[config.mk]
export PLATFORM = sky130hd
export DESIGN_NAME = sprite_blitter
export DESIGN_NICKNAME = d
export VERILOG_FILES = /design/src/rtl/sprite_blitter.sv
export SDC_FILE = /design/constraint.sdc
export NUM_CORES = 1
export LEC_CHECK = 0
export BUFFER_PORTS_ARGS = -buffer_cell sky130_fd_sc_hd__buf_2
export CAP_MARGIN = 10
export CORE_ASPECT_RATIO = 0.6
export CORE_UTILIZATION = 45
export DETAILED_ROUTE_END_ITERATION = 10
export HOLD_SLACK_MARGIN = 0.15
export PLACE_DENSITY_LB_ADDON = 0.1
export SETUP_SLACK_MARGIN = 0.4
export SLEW_MARGIN = 20
export SYNTH_ARGS = -nofsm -noshare
export SYNTH_HDL_FRONTEND = slang
export SYNTH_SLANG_ARGS = --single-unit
[constraint.sdc]
create_clock -name Clk -period 3.05 [get_ports Clk]
set_input_delay 0.1525 -clock Clk [delete_from_list [all_inputs] [get_ports Clk]]
set_output_delay 0.1525 -clock Clk [all_outputs]
set_load 0.03 [all_outputs]
[src/rtl/sprite_blitter.sv]
// sprite_blitter: copies a palette-index sprite from ROM into a 320x240 frame buffer with screen clipping.
// Define SPRITE_BLITTER_TRANSPARENCY_EN to suppress writes of TRANSPARENT_IDX pixels.
`default_nettype none

module sprite_blitter #(
  parameter int SCREEN_W        = 320,
  parameter int SCREEN_H        = 240,
  parameter int FB_ADDR_W       = 19,
  parameter int PIX_W           = 5,
  parameter int SPR_ADDR_W      = 16,
  parameter int DIM_W           = 7,
  parameter int TRANSPARENT_IDX = 0
) (
  input  logic                  Clk,
  input  logic                  Reset_n,
  input  logic                  start,
  input  logic [SPR_ADDR_W-1:0] spr_base,
  input  logic [DIM_W-1:0]      spr_w,
  input  logic [DIM_W-1:0]      spr_h,
  input  logic [9:0]            dst_x,
  input  logic [9:0]            dst_y,
  output logic                  busy,
  output logic                  done,
  output logic [SPR_ADDR_W-1:0] rom_addr,
  input  logic [PIX_W-1:0]      rom_data,
  output logic                  fb_we,
  output logic [FB_ADDR_W-1:0]  fb_addr,
  output logic [PIX_W-1:0]      fb_data
);

  localparam int PAD_W = FB_ADDR_W - 11;

  typedef enum logic [1:0] {IDLE, FETCH, DRAIN, DONE} state_t;

  state_t                 state, state_nxt;
  logic                   load, advance, zero_size, last_pix;
  logic                   skip, x_ok, y_ok, wr;
  logic [DIM_W-1:0]       w_q, h_q, col, row;
  logic [9:0]             x0, y0;
  logic                   drain_last;
  logic                   s1_valid, s2_valid;
  logic [10:0]            s2_x, s2_y;
  logic [FB_ADDR_W-1:0]   x_ext, y_ext;

  assign zero_size = (spr_w == '0) || (spr_h == '0);
  assign last_pix  = (col == w_q - DIM_W'(1)) && (row == h_q - DIM_W'(1));

  always_ff @(posedge Clk or negedge Reset_n) begin
    if (!Reset_n) state <= IDLE;
    else          state <= state_nxt;
  end

  // A zero-size command spends its single busy cycle in DRAIN with the drain already complete.
  always_comb begin
    state_nxt = state;
    load      = 1'b0;
    advance   = 1'b0;
    case (state)
      IDLE: begin
        if (start) begin
          state_nxt = zero_size ? DRAIN : FETCH;
          load      = !zero_size;
        end
      end
      FETCH: begin
        if (last_pix) state_nxt = DRAIN;
        else          advance   = 1'b1;
      end
      DRAIN:   if (drain_last) state_nxt = DONE;
      DONE:    state_nxt = IDLE;
      default: state_nxt = IDLE;
    endcase
    busy = (state == FETCH) || (state == DRAIN);
    done = (state == DONE);
  end

  always_ff @(posedge Clk or negedge Reset_n) begin
    if (!Reset_n) begin
      w_q        <= '0;
      h_q        <= '0;
      x0         <= '0;
      y0         <= '0;
      col        <= '0;
      row        <= '0;
      drain_last <= 1'b0;
      rom_addr   <= '0;
      s1_valid   <= 1'b0;
    end else begin
      if (state == IDLE && start) begin
        w_q        <= spr_w;
        h_q        <= spr_h;
        x0         <= dst_x;
        y0         <= dst_y;
        col        <= '0;
        row        <= '0;
        drain_last <= zero_size;
      end
      if (state == DRAIN) drain_last <= 1'b1;
      if (load) rom_addr <= spr_base;
      if (advance) begin
        rom_addr <= rom_addr + SPR_ADDR_W'(1);
        if (col == w_q - DIM_W'(1)) begin
          col <= '0;
          row <= row + DIM_W'(1);
        end else begin
          col <= col + DIM_W'(1);
        end
      end
      // col/row always name the pixel currently on rom_addr
      s1_valid <= load | advance;
    end
  end

  // Stage 2 lines up with rom_data: screen coordinates of the pixel arriving from ROM.
  always_ff @(posedge Clk or negedge Reset_n) begin
    if (!Reset_n) begin
      s2_valid <= 1'b0;
      s2_x     <= '0;
      s2_y     <= '0;
    end else begin
      s2_valid <= s1_valid;
      s2_x     <= {x0[9], x0} + 11'(col);
      s2_y     <= {y0[9], y0} + 11'(row);
    end
  end

`ifdef SPRITE_BLITTER_TRANSPARENCY_EN
  assign skip = (rom_data == PIX_W'(TRANSPARENT_IDX));
`else
  // Index compare kept but masked so the parameter stays referenced in this build.
  assign skip = 1'b0 & (rom_data == PIX_W'(TRANSPARENT_IDX));
`endif

  assign x_ok  = !s2_x[10] && (s2_x < 11'(SCREEN_W));
  assign y_ok  = !s2_y[10] && (s2_y < 11'(SCREEN_H));
  assign wr    = s2_valid && x_ok && y_ok && !skip;
  assign x_ext = {{PAD_W{1'b0}}, s2_x};
  assign y_ext = {{PAD_W{1'b0}}, s2_y};

  always_ff @(posedge Clk or negedge Reset_n) begin
    if (!Reset_n) begin
      fb_we   <= 1'b0;
      fb_addr <= '0;
      fb_data <= '0;
    end else begin
      fb_we <= wr;
      if (wr) begin
        fb_addr <= (y_ext << 8) + (y_ext << 6) + x_ext;
        fb_data <= rom_data;
      end
    end
  end

endmodule

`default_nettype wire
# [Word level (Yosys, flattened, before mapping)]
# Index checks and enable logic that the tools add are counted.
# W data, S select, Z words.
[op_classes] add_sub_neg=9 order_cmp=2 eq_ne=8 muxes=19 n_bitwise=1 n_reduce_logical=18
[op_table] cell="$mux W7" count=6
[op_table] cell="$mux W16" count=2
[op_table] cell="$add A10 B8 Y11" count=2
[op_table] cell="$add A19 B11 Y19" count=1
[op_table] cell="$add A19 B17 Y19" count=1
[op_table] cell="$add A16 B1 Y16 const B" count=1
[op_table] cell="$add A7 B1 Y7 const B" count=2
[op_table] cell="$eq A7 B7 Y1" count=2
[op_table] cell="$logic_not A7 Y1" count=2
[op_table] cell="$sub A7 B1 Y7 const B" count=2
[op_table] cell="$lt A11 B8 Y1 const B" count=1
[op_table] cell="$lt A11 B9 Y1 const B" count=1
[op_table] cell="$mux W2" count=4
[op_table] cell="$pmux W2 S4" count=1
[op_table] cell="$logic_and A1 B1 Y1" count=6
[op_table] cell="$mux W1" count=6
[op_table] cell="$ne A2 B2 Y1 const B" count=3
[op_table] cell="$reduce_bool A2 Y1" count=3
[op_table] cell="$eq A2 B2 Y1 const B" count=2
[op_table] cell="$logic_not A1 Y1" count=3
[op_table] cell="$reduce_and A3 Y1" count=1
[op_table] cell="$eq A2 B1 Y1 const B" count=1
[op_table] cell="$logic_not A2 Y1" count=1
[op_table] cell="$logic_or A1 B1 Y1" count=2
[op_table] cell="$or A1 B1 Y1" count=1
[word_totals] reg_bits=116 in_bits=58 out_inout_bits=43 wordCells=73

# [Logic depth before layout (Yosys ltp)]
# Gate-level depths: netlist of run 1.
[logic_depth] depth_word=7 mapped_depth=12 ltp_nobuf=10

# [Worst setup path after synthesis of run 1]
# OpenSTA, ideal clock, no wires.
[synth_path] path_kind="flip-flop to flip-flop" from="register s2_x[8]" to="register fb_addr[18]" setup_ps=136 arrival_ps=2677 required_time_ps=2914 path_slack_ps=237 path_stages_with_launch=10 n_path_buf=0 synth_period_minus_slack_ps=2813 cell_sequence="dfrtp_1 > fa_1 > ha_1 > a21o_1 > a21oi_1 > o21ai_0 > a2111oi_0 > o21bai_1 > a2111oi_0 > nor3_1"
[synth_between] elab_chain_len=4 word_cells_on_any_way=5 classes_between="add/sub: 1; order compare: 1; reduce/logical: 3"
[synth_rtl] item="from (decl)" line="42" source="logic [10:0] s2_x, s2_y;"
[synth_rtl] item="from (signal assigned)" line="122" source="s2_x <= {x0[9], x0} + 11'(col);"
[synth_rtl] item="$lt A11 B9 Y1" line="134" source="assign x_ok = !s2_x[10] && (s2_x < 11'(SCREEN_W));"
[synth_rtl] item="$logic_and A1 B1 Y1" line="134"
[synth_rtl] item="$logic_and A1 B1 Y1 (2 in series)" line="136" source="assign wr = s2_valid && x_ok && y_ok && !skip;"
[synth_rtl] item="to (signal assigned)" line="148" source="fb_addr <= (y_ext << 8) + (y_ext << 6) + x_ext;"
[synth_rtl] item="to (decl)" line="27" source="output logic [FB_ADDR_W-1:0] fb_addr,"
# Parallel ways exist; a longest one is shown, timed or not.
# A chain may end at the register's enable or synchronous reset.

# [Worst setup path after layout of run 1]
# Same ends and word-level chain as after synthesis.

==> results_dict.tcl, run 1 <==
set metrics [dict create \
    outcome "finished, final reports clean" \
    start_util 0.472 \
    r2r_cells 9 \
    n_antenna_cell 0 \
    path_cells "fa_1, ha_1, a21o_1, a21oi_2, o21ai_2, a2111oi_4, o21bai_4, a2111oi_4, nor3_1" \
    p_leak_nw 4.19 \
    stdcell_count 1047 \
    drc 0 \
    setup_viol 0 \
    ys_top_cells_by_count "116 x dfrtp_1, 104 x nand2_1, 43 x ha_1, 43 x o21ai_0" \
    cts_tree "built" \
    grt_max_degree 49 \
    p_per_area_mw_per_mm2 1190 \
    fin_nets 949 \
    drtIter0Drc 347 \
    synth-edff-count 0 \
    hold_path_end "state[0]" \
    coreArea_mm2 0.0140 \
    port_buffers 100 \
    preCtsSetupSlack_ps 49.8 \
    place_inst 939 \
    timing.rr.end "fb_addr[18]" \
    arrival_ps 2970 \
    period_share 0.874 \
    slew_headroom 0.594 \
    critical-path-slowest-cell "fa_1" \
    grt_usage 0.238 \
    fin_skew_ps 11.0 \
    ys_ff_latch 116 \
    drt.antenna.violating_nets 0 \
    syn_inst 656 \
    wl_per_cell_um 16.3 \
    hp-start "start" \
    hpwl_mm 11.5 \
    first_global_vias 5462 \
    antenna_found_initial 0 \
    worst-setup-path-type "flop to flop" \
    ys.flop_type "dfrtp_1" \
    finalWorstSetupSlack_ps 383 \
    maxCapViolations 0 \
    clkSlewWorstSetupHoldPaths_ps 60 \
    max_freq_ghz 0.375 \
    drt_wl_total_mm 17.1 \
    synthArstFlopShare 1.00 \
    critPathLaunchType "flop" \
    synth_most_common_cell "dfrtp_1" \
    finalCriticalPeriod_ps 2670 \
    drive_gt1_frac 0.285 \
    yosysTopAreaCellShare 0.441 \
    dieArea_mm2 0.0151 \
    grt-ovfl-total 0 \
    finalMaxSlewViolations 0 \
    clock-root-buffer "clkbuf_16" \
    r2r_start "s2_x[8]" \
    path_max_fanout 2 \
    syn_to_final_growth_pct 35.4 \
    h-tree-depth 4 \
    routed_via_density 5.29 \
    rsz0062_at_grt "yes" \
    fin_tns_setup_ps 0 \
    yosysTopAreaCell "dfrtp_1" \
    cts_buffers 17 \
    grt_pass1_wl_mm 27.2 \
    die_x_um 158 \
    hold_class "primary input to flop" \
    required_ps 3350 \
    cts.sinks 116 \
    io_pins 101 \
    yosys_warnings 0 \
    final_hold_viol_count 0 \
    cts_buffer_depth 2 \
    gp_congestion 0.848 \
    synthesis.area_mm2 0.00658 \
    cpMostUsedCell "a2111oi_4" \
    reg2reg_slack_ps 380 \
    tightest_slew_ps 609 \
    hold_depth 3 \
    clock_latency_ps 420 \
    critPathMaxStageDelay_ps 590 \
    vdd_drop_max_v 0.000523 \
    dr_total_vias 5537 \
    syn-num-nets 763 \
    ys_seq_area_frac 0.441 \
    yosys-top-cells-area "dfrtp_1 44%, ha_1 8.2%, nand2_1 5.9%, mux2_2 5.6%, xnor2_1 3.6%" \
    synth_cell_types 64 \
    postSynthAreaPerCell_um2 10.0 \
    die_h_um 95.7 \
    critPathCaptureType "flop" \
    rows 33 \
    drtPass1Iterations 4 \
]
-- metrics by stage --
step / hold WS, ps / utilization / instance area, um^2 / power, mW
after global routing: 210 / 0.639 / 8910 / 11.3
after floorplan: -143 / - / 6590 / 6.33
after detailed placement: 207 / 0.526 / 7340 / 7.56
after global placement: 202 / 0.526 / 7340 / 7.46
final: 188 / 0.639 / 8910 / 10.6
after CTS: 161 / 0.626 / 8730 / 10.3
-- layout make-up --
| type | instances | area, um^2 |
|---|---|---|
| tap | 192 | 240 |
| multi-input combinational | 481 | 3630 |
| fill | 1124 | 5040 |
| inverter | 38 | 143 |
| timing repair buffer | 188 | 1350 |
| clock buffer | 17 | 425 |
| clock inverter | 15 | 218 |
| sequential | 116 | 2910 |
-- registers in the layout, indices dropped and copies added (netlist names), 5 cells and up --
name and flops:
s2_x 11, col 7, fb_addr 19, w_q 7
x0 10, s2_y 11, y0 10, rom_addr 16
h_q 7, fb_data 5, row 7
-- cell families after synthesis --
kind of cell,after synthesis,share of synthesized area
and+or+nand+nor,226,0.160
adders and majority gates,49,0.100
DFF,116,0.441
xor gates and xnor gates,39,0.0540
AOI/OAI and AO/OA,120,0.131
muxes,46,0.0764
buffers and inverters,60,0.0376
-- worst max-delay path, delay by kind of cell (launching register included) --
| family | cells | cell delay [ps] |
|---|---|---|
| AOI/OAI and AO/OA | 6 | 1230 |
| DFF | 1 | 400 |
| adders and majority gates | 2 | 840 |
| and+or+nand+nor | 1 | 80 |
-- cells in the final DEF, fill, tap and decap left out, types with 6 or more instances in the layout --
cell	n
nor2_1	36
and3_1	6
xor2_1	11
nor3_1	9
ha_1	39
dlygate4sd3_1	56
o21ai_0	40
inv_1	33
mux2_2	28
buf_2	99
a21o_1	8
or3_1	7
nand3_1	21
dfrtp_1	113
buf_4	26
nand4_1	6
mux2i_1	12
o221a_2	8
nand2_1	103
and2_1	7
xnor2_1	26
a21oi_1	12
clkbuf_16	17
-- where the power goes --
group / switching, mW / internal, mW / total, mW / leakage, nW
Sequential: 0.648 / 2.24 / 2.89 / 1.40
Clock: 0.809 / 1.39 / 2.20 / 0.311
Combinational: 3.00 / 2.50 / 5.50 / 2.47
Total: 4.45 / 6.13 / 10.6 / 4.19
-- worst max-delay path by stage --
stage	startpoint	endpoint	slack [ps]
after floorplan	s2_y[0]	fb_addr[17]	340
after global placement	s2_y[0]	fb_addr[18]	120
after detailed placement	s2_y[0]	fb_addr[18]	50
after CTS	s2_x[8]	fb_addr[18]	280
after global routing	s2_x[8]	fb_addr[18]	270
final	s2_x[8]	fb_addr[18]	380
-- layer usage --
layer,GRT usage,wire length [um],vias up
li1,-,-,2677
met1,0.349,8790,2718
met2,0.351,7470,124
met3,0.0409,633,18
met4,0.0849,211,0
met5,0,0,-
-- repair_timing --
item                                    CTS  global route
setup buffers                            12             7
endpoints found under the setup margin   35            27
cloned                                    1             0
gates resized for setup                  23            28
hold buffers                             56             0
pin swaps                                21             8
hold endpoints to repair                 98             0
(Power assumes the default switching activity.)
==> run 2: changes to the inputs <==
--- a/config.mk
+++ b/config.mk
@@ -12,7 +12,7 @@
 export DETAILED_ROUTE_END_ITERATION = 10
 export HOLD_SLACK_MARGIN = 0.15
 export PLACE_DENSITY_LB_ADDON = 0.1
-export SETUP_SLACK_MARGIN = 0.4
+export SETUP_SLACK_MARGIN = 0.1
 export SLEW_MARGIN = 20
 export SYNTH_ARGS = -nofsm -noshare
 export SYNTH_HDL_FRONTEND = slang
==> run 2 against run 1 <==
Maximum frequency fell by 4.0%. Hold slack better by 99 ps. Non-clock buffer count fell by 14. Critical path depth unchanged. Via count decreased by 1.4%. Setup slack got worse by 110 ps. Final cell count down 1.4%. Critical path type unchanged. Clock power fell by 16%. Clock-buffer cell count did not move. Sequential power about the same. Flip-flop and latch count stayed put. Clock skew increased by 3.5 ps.
==> results_dict.tcl, run 2 (synthesis results as in run 1) <==
set metrics [dict create \
    outcome "finished, final reports clean" \
    nFillCells 1206 \
    die_x_um 158 \
    arrival_ps 3070 \
    grt_usage 0.234 \
    clock-root-buffer "clkbuf_16" \
    path_max_fanout 2 \
    p_per_area_mw_per_mm2 1140 \
    rsz0062_at_grt "yes" \
    hold_class "primary input to asynchronous set/reset pin" \
    cts_buffers 17 \
    critPathCaptureType "flop" \
    path_cells "fa_1, ha_1, a21o_1, a21oi_2, o21ai_1, a2111oi_2, o21bai_2, a2111oi_2, nor3_1" \
    syn_to_final_growth_pct 29.6 \
    period_share 0.911 \
    path_buf_inv 0 \
    final_hold_viol_count 0 \
    h-tree-depth 4 \
    preCtsSetupSlack_ps 31.8 \
    multi_input_area_mm2 0.00347 \
    drtPass1Iterations 4 \
    setup_viol 0 \
    routed_via_density 5.29 \
    start_util 0.472 \
    required_ps 3350 \
    met2_wirelength_mm 7.10 \
    die_h_um 95.7 \
    n_antenna_cell 0 \
    cpMostUsedCell "a2111oi_2" \
    tightest_slew_ps 778 \
    p_leak_nw 4.03 \
    maxCapViolations 0 \
    max_freq_ghz 0.360 \
    fin_tns_setup_ps 0 \
    dieArea_mm2 0.0151 \
    drtIter0Drc 298 \
    finalCriticalPeriod_ps 2780 \
    critPathMaxStageDelay_ps 540 \
    hpwl_mm 11.8 \
    drt_wl_total_mm 16.5 \
    reg_top3 "fb_addr (19), rom_addr (16)" \
    met3_length_um 744 \
    finalPower_mw 9.73 \
    port_buffers 100 \
    crit_family "compound AO/OA/AOI/OAI gates" \
    drt.antenna.violating_nets 0 \
    coreArea_mm2 0.0140 \
    cts_buffer_depth 2 \
    vdd_drop_max_v 0.000521 \
    grt-ovfl-total 0 \
    rows 33 \
    critical-path-slowest-cell "fa_1" \
    wl_per_cell_um 16.0 \
    critPathLaunchType "flop" \
    place_inst 942 \
    io_pins 101 \
    drc 0 \
    dr_total_vias 5459 \
    drive_gt1_frac 0.251 \
    fin_skew_ps 14.5 \
    antenna_found_initial 0 \
    slew_headroom 0.481 \
    largest_register_ffs 19 \
    grt_max_degree 47 \
    top_layer_used "met4" \
    finalWorstSetupSlack_ps 273 \
    most-common-layout-cells "115 x dfrtp_1, 104 x nand2_1, 99 x buf_2" \
    regMostFlops "fb_addr" \
    clkSlewWorstSetupHoldPaths_ps 60 \
    fin_nets 934 \
    first_global_vias 5439 \
    gp_congestion 0.819 \
    finalMaxSlewViolations 0 \
    cts_tree "built" \
    wl_met1_mm 8.53 \
    worst-setup-path-type "flop to flop" \
    cts.sinks 116 \
    fin_util 0.611 \
    mostFrequentLayoutCell "dfrtp_1" \
    clock_latency_ps 420 \
    stdcell_count 1032 \
    ff_latch_area_mm2 0.00290 \
    grt_pass1_wl_mm 26.9 \
]
## run 2: power by group
part	internal (mW)	switching, mW	total, mW
Sequential	2.24	0.646	2.88
Combinational	2.20	2.80	5.00
Clock	1.06	0.796	1.85
## run 2: per-layer routing
| layer | up-vias | global-route usage |
|---|---|---|
| met3 | 14 | 0.0523 |
| li1 | 2643 | - |
| met1 | 2668 | 0.344 |
| met5 | - | 0 |
| met2 | 134 | 0.341 |
| met4 | 0 | 0.0737 |
## run 2: cell type report
type,count,share of cell area
multi-input cells,480,0.407
flip-flops and latches,116,0.341
repair buffers,174,0.144
clock buffers,17,0.0499
well taps,192,0.0282
inverters,38,0.0167
clock inverters,15,0.0141
## run 2: per-stage QoR
| step | area [um^2] | hold slack (ps) |
|---|---|---|
| finish | 8530 | 287 |
| global route | 8530 | 372 |
| CTS | 8470 | 304 |
| detailed placement | 7350 | 217 |
| global placement | 7350 | 215 |
| floorplan | 6580 | -143 |
## run 2: repair_timing
action | CTS | global route
gates resized for setup | 3 | 9
setup endpoints to repair | 1 | 23
setup buffers | 0 | 1
hold buffers | 57 | 0
endpoints found under the hold margin | 100 | 0
pin swaps | 3 | 3
## run 2: worst paths after layout
check	depth (start not counted)	slack [ps]	startpoint	to
setup / recovery	9	270	s2_y[0]	fb_addr[18]
hold / removal	2	290	Reset_n	fb_addr[0]
setup reg to reg	9	270	s2_y[0]	fb_addr[18]
hold reg to reg	0	360	s1_valid	s2_valid
max in group asynchronous	3	1950	Reset_n	w_q[2]
min in group Clk	0	360	s1_valid	s2_valid
==> run 3: changes to the inputs <==
--- a/config.mk
+++ b/config.mk
@@ -12,7 +12,6 @@
 export DETAILED_ROUTE_END_ITERATION = 10
 export HOLD_SLACK_MARGIN = 0.15
 export PLACE_DENSITY_LB_ADDON = 0.1
-export SETUP_SLACK_MARGIN = 0.1
 export SLEW_MARGIN = 20
 export SYNTH_ARGS = -nofsm -noshare
 export SYNTH_HDL_FRONTEND = slang
==> constraint.sdc (replaced) <==
create_clock -name Clk -period 2.5 [get_ports Clk]
set_input_delay 0.125 -clock Clk [delete_from_list [all_inputs] [get_ports Clk]]
set_output_delay 0.125 -clock Clk [all_outputs]
set_load 0.03 [all_outputs]
==> run 3 against run 2 <==
The flow now finishes with violations (setup timing). First-iteration DRC count decreased by 3.7%. Largest power group unchanged. Critical path type unchanged. Clock-buffer cell count unchanged. Sequential share of layout area decreased by 3.2 points. Critical path depth increased by 1. Clock power increased by 32%. Total power increased by 38%. Setup slack got worse by 460 ps. Final area increased by 10%. Via count increased by 4.5%. Clock skew decreased by 0.91 ps.
==> results_dict.tcl, run 3 (synthesis results as in run 1) <==
set metrics [dict create \
    critPathLaunchType "flop" \
    fin_tns_setup_ps -1380 \
    dr_total_vias 5702 \
    violations "setup timing" \
    vdd_drop_max_v 0.000583 \
    die_h_um 95.7 \
    fin_util 0.674 \
    sw_frac_of_total 0.416 \
    max_freq_ghz 0.372 \
    finalPower_mw 13.4 \
    drt_wl_total_mm 17.6 \
    dieArea_mm2 0.0151 \
    whs_ps 207 \
    outcome "finished, violations left" \
    reg2reg_slack_ps -190 \
    hpwl_mm 12.0 \
    rows 33 \
    path_max_fanout 2 \
    wl_per_cell_um 16.2 \
    drt.antenna.violating_nets 0 \
    cts_buffer_depth 2 \
    period_share 1.08 \
    first_global_vias 5632 \
    mostFrequentLayoutCell "dfrtp_1" \
    fin_skew_ps 13.6 \
    finalCriticalPeriod_ps 2690 \
    clkSlewWorstSetupHoldPaths_ps 60 \
    power.internal_mw 7.85 \
    place_inst 982 \
    routed_via_density 5.23 \
    reg_top3 "fb_addr (19), rom_addr (16)" \
    start_util 0.472 \
    postLayoutCellArea_mm2 0.00940 \
    tightest_slew_ps 921 \
    cts.sinks 116 \
    port_buffers 100 \
    n_antenna_cell 0 \
    regMostFlops "fb_addr" \
    required_ps 2790 \
    clock_power_share 0.182 \
    grt_max_degree 50 \
    p_leak_nw 4.46 \
    gp_congestion 0.859 \
    clock-root-buffer "clkbuf_16" \
    grt-ovfl-total 0 \
    stdcell_count 1091 \
    drive_gt1_frac 0.339 \
    h-tree-depth 4 \
    final_hold_viol_count 0 \
    cts_buffers 17 \
    pwr-share-comb 0.561 \
    most-common-layout-cells "115 x dfrtp_1, 102 x nand2_1, 99 x buf_2" \
    worst-setup-path-type "flop to flop" \
    clock_latency_ps 410 \
    seqPwrFrac 0.257 \
    rsz0062_at_grt "yes" \
    drtPass1Iterations 4 \
    setup_viol 20 \
    grt_pass1_wl_mm 28.6 \
    die_x_um 158 \
    hold_class "primary input to flop" \
    largest_register_ffs 19 \
    fin_nets 993 \
    critPathCaptureType "flop" \
    slew_headroom 0.385 \
    preCtsSetupSlack_ps -319 \
    maxCapViolations 0 \
    nFillCells 1091 \
    finalMaxSlewViolations 0 \
    antenna_found_initial 0 \
    grt_usage 0.248 \
    arrival_ps 2980 \
    cts_tree "built" \
    io_pins 101 \
    p_switching_mw 5.59 \
    drtIter0Drc 287 \
    place_area_mm2 0.00772 \
    coreArea_mm2 0.0140 \
    syn_to_final_growth_pct 42.8 \
    drc 0 \
    p_per_area_mw_per_mm2 1430 \
    finalWorstSetupSlack_ps -189 \
]
-- run 3: power by group through the flow --
stage               clock network (mW)  logic [mW]  registers, mW
finish                            2.45        7.54           3.46
CTS                               2.51        7.19           3.43
floorplan                            0        3.91           3.91
global placement                     0        6.41           3.39
global route                      2.58        8.23           3.56
detailed placement                   0        6.49           3.43
-- run 3: final timing paths --
path                       cells past startpoint           to  startpoint
setup reg to reg                              10  fb_addr[17]     s2_y[2]
hold reg to reg                                0     s2_valid    s1_valid
setup / recovery                              10  fb_addr[17]     s2_y[2]
hold / removal                                 3     state[0]       start
min in group asynchronous                      2   fb_addr[0]     Reset_n
max in group asynchronous                      3     s1_valid     Reset_n
-- run 3: cell type report --
cell class / instances / area [um^2] / area share
clock buffers: 17 / 425 / 0.0452
clock inverters: 15 / 168 / 0.0178
inverters: 38 / 143 / 0.0152
multi-input cells: 480 / 3750 / 0.399
flip-flops and latches: 116 / 2900 / 0.309
well taps: 192 / 240 / 0.0256
repair buffers: 233 / 1770 / 0.188
-- run 3: what timing repair did --
action,in CTS,in global routing
hold buffers,56,0
pin swaps,28,28
buffers inserted,13,8
cloned,1,0
endpoints found under the setup margin,32,37
hold endpoints to repair,94,0
resized for setup,39,52
-- run 3: layer usage --
| layer | part of all wire | routed length [um] | global-route usage | up-vias |
|---|---|---|---|---|
| li1 | - | - | - | 2772 |
| met1 | 0.52 | 9130 | 0.365 | 2797 |
| met2 | 0.44 | 7770 | 0.374 | 115 |
| met3 | 0.031 | 547 | 0.0477 | 18 |
| met4 | 0.011 | 196 | 0.0625 | 0 |
| met5 | 0 | 0 | 0 | - |
-- run 3: worst max-delay path: stages, from the launching register on --
cell	delay, ps
dfrtp_1	400
fa_1	500
buf_4	150
fa_2	340
a21o_1	180
a21oi_2	160
o21ai_1	80
a21o_1	180
a31oi_2	150
nor4b_1	70
or3_1	370
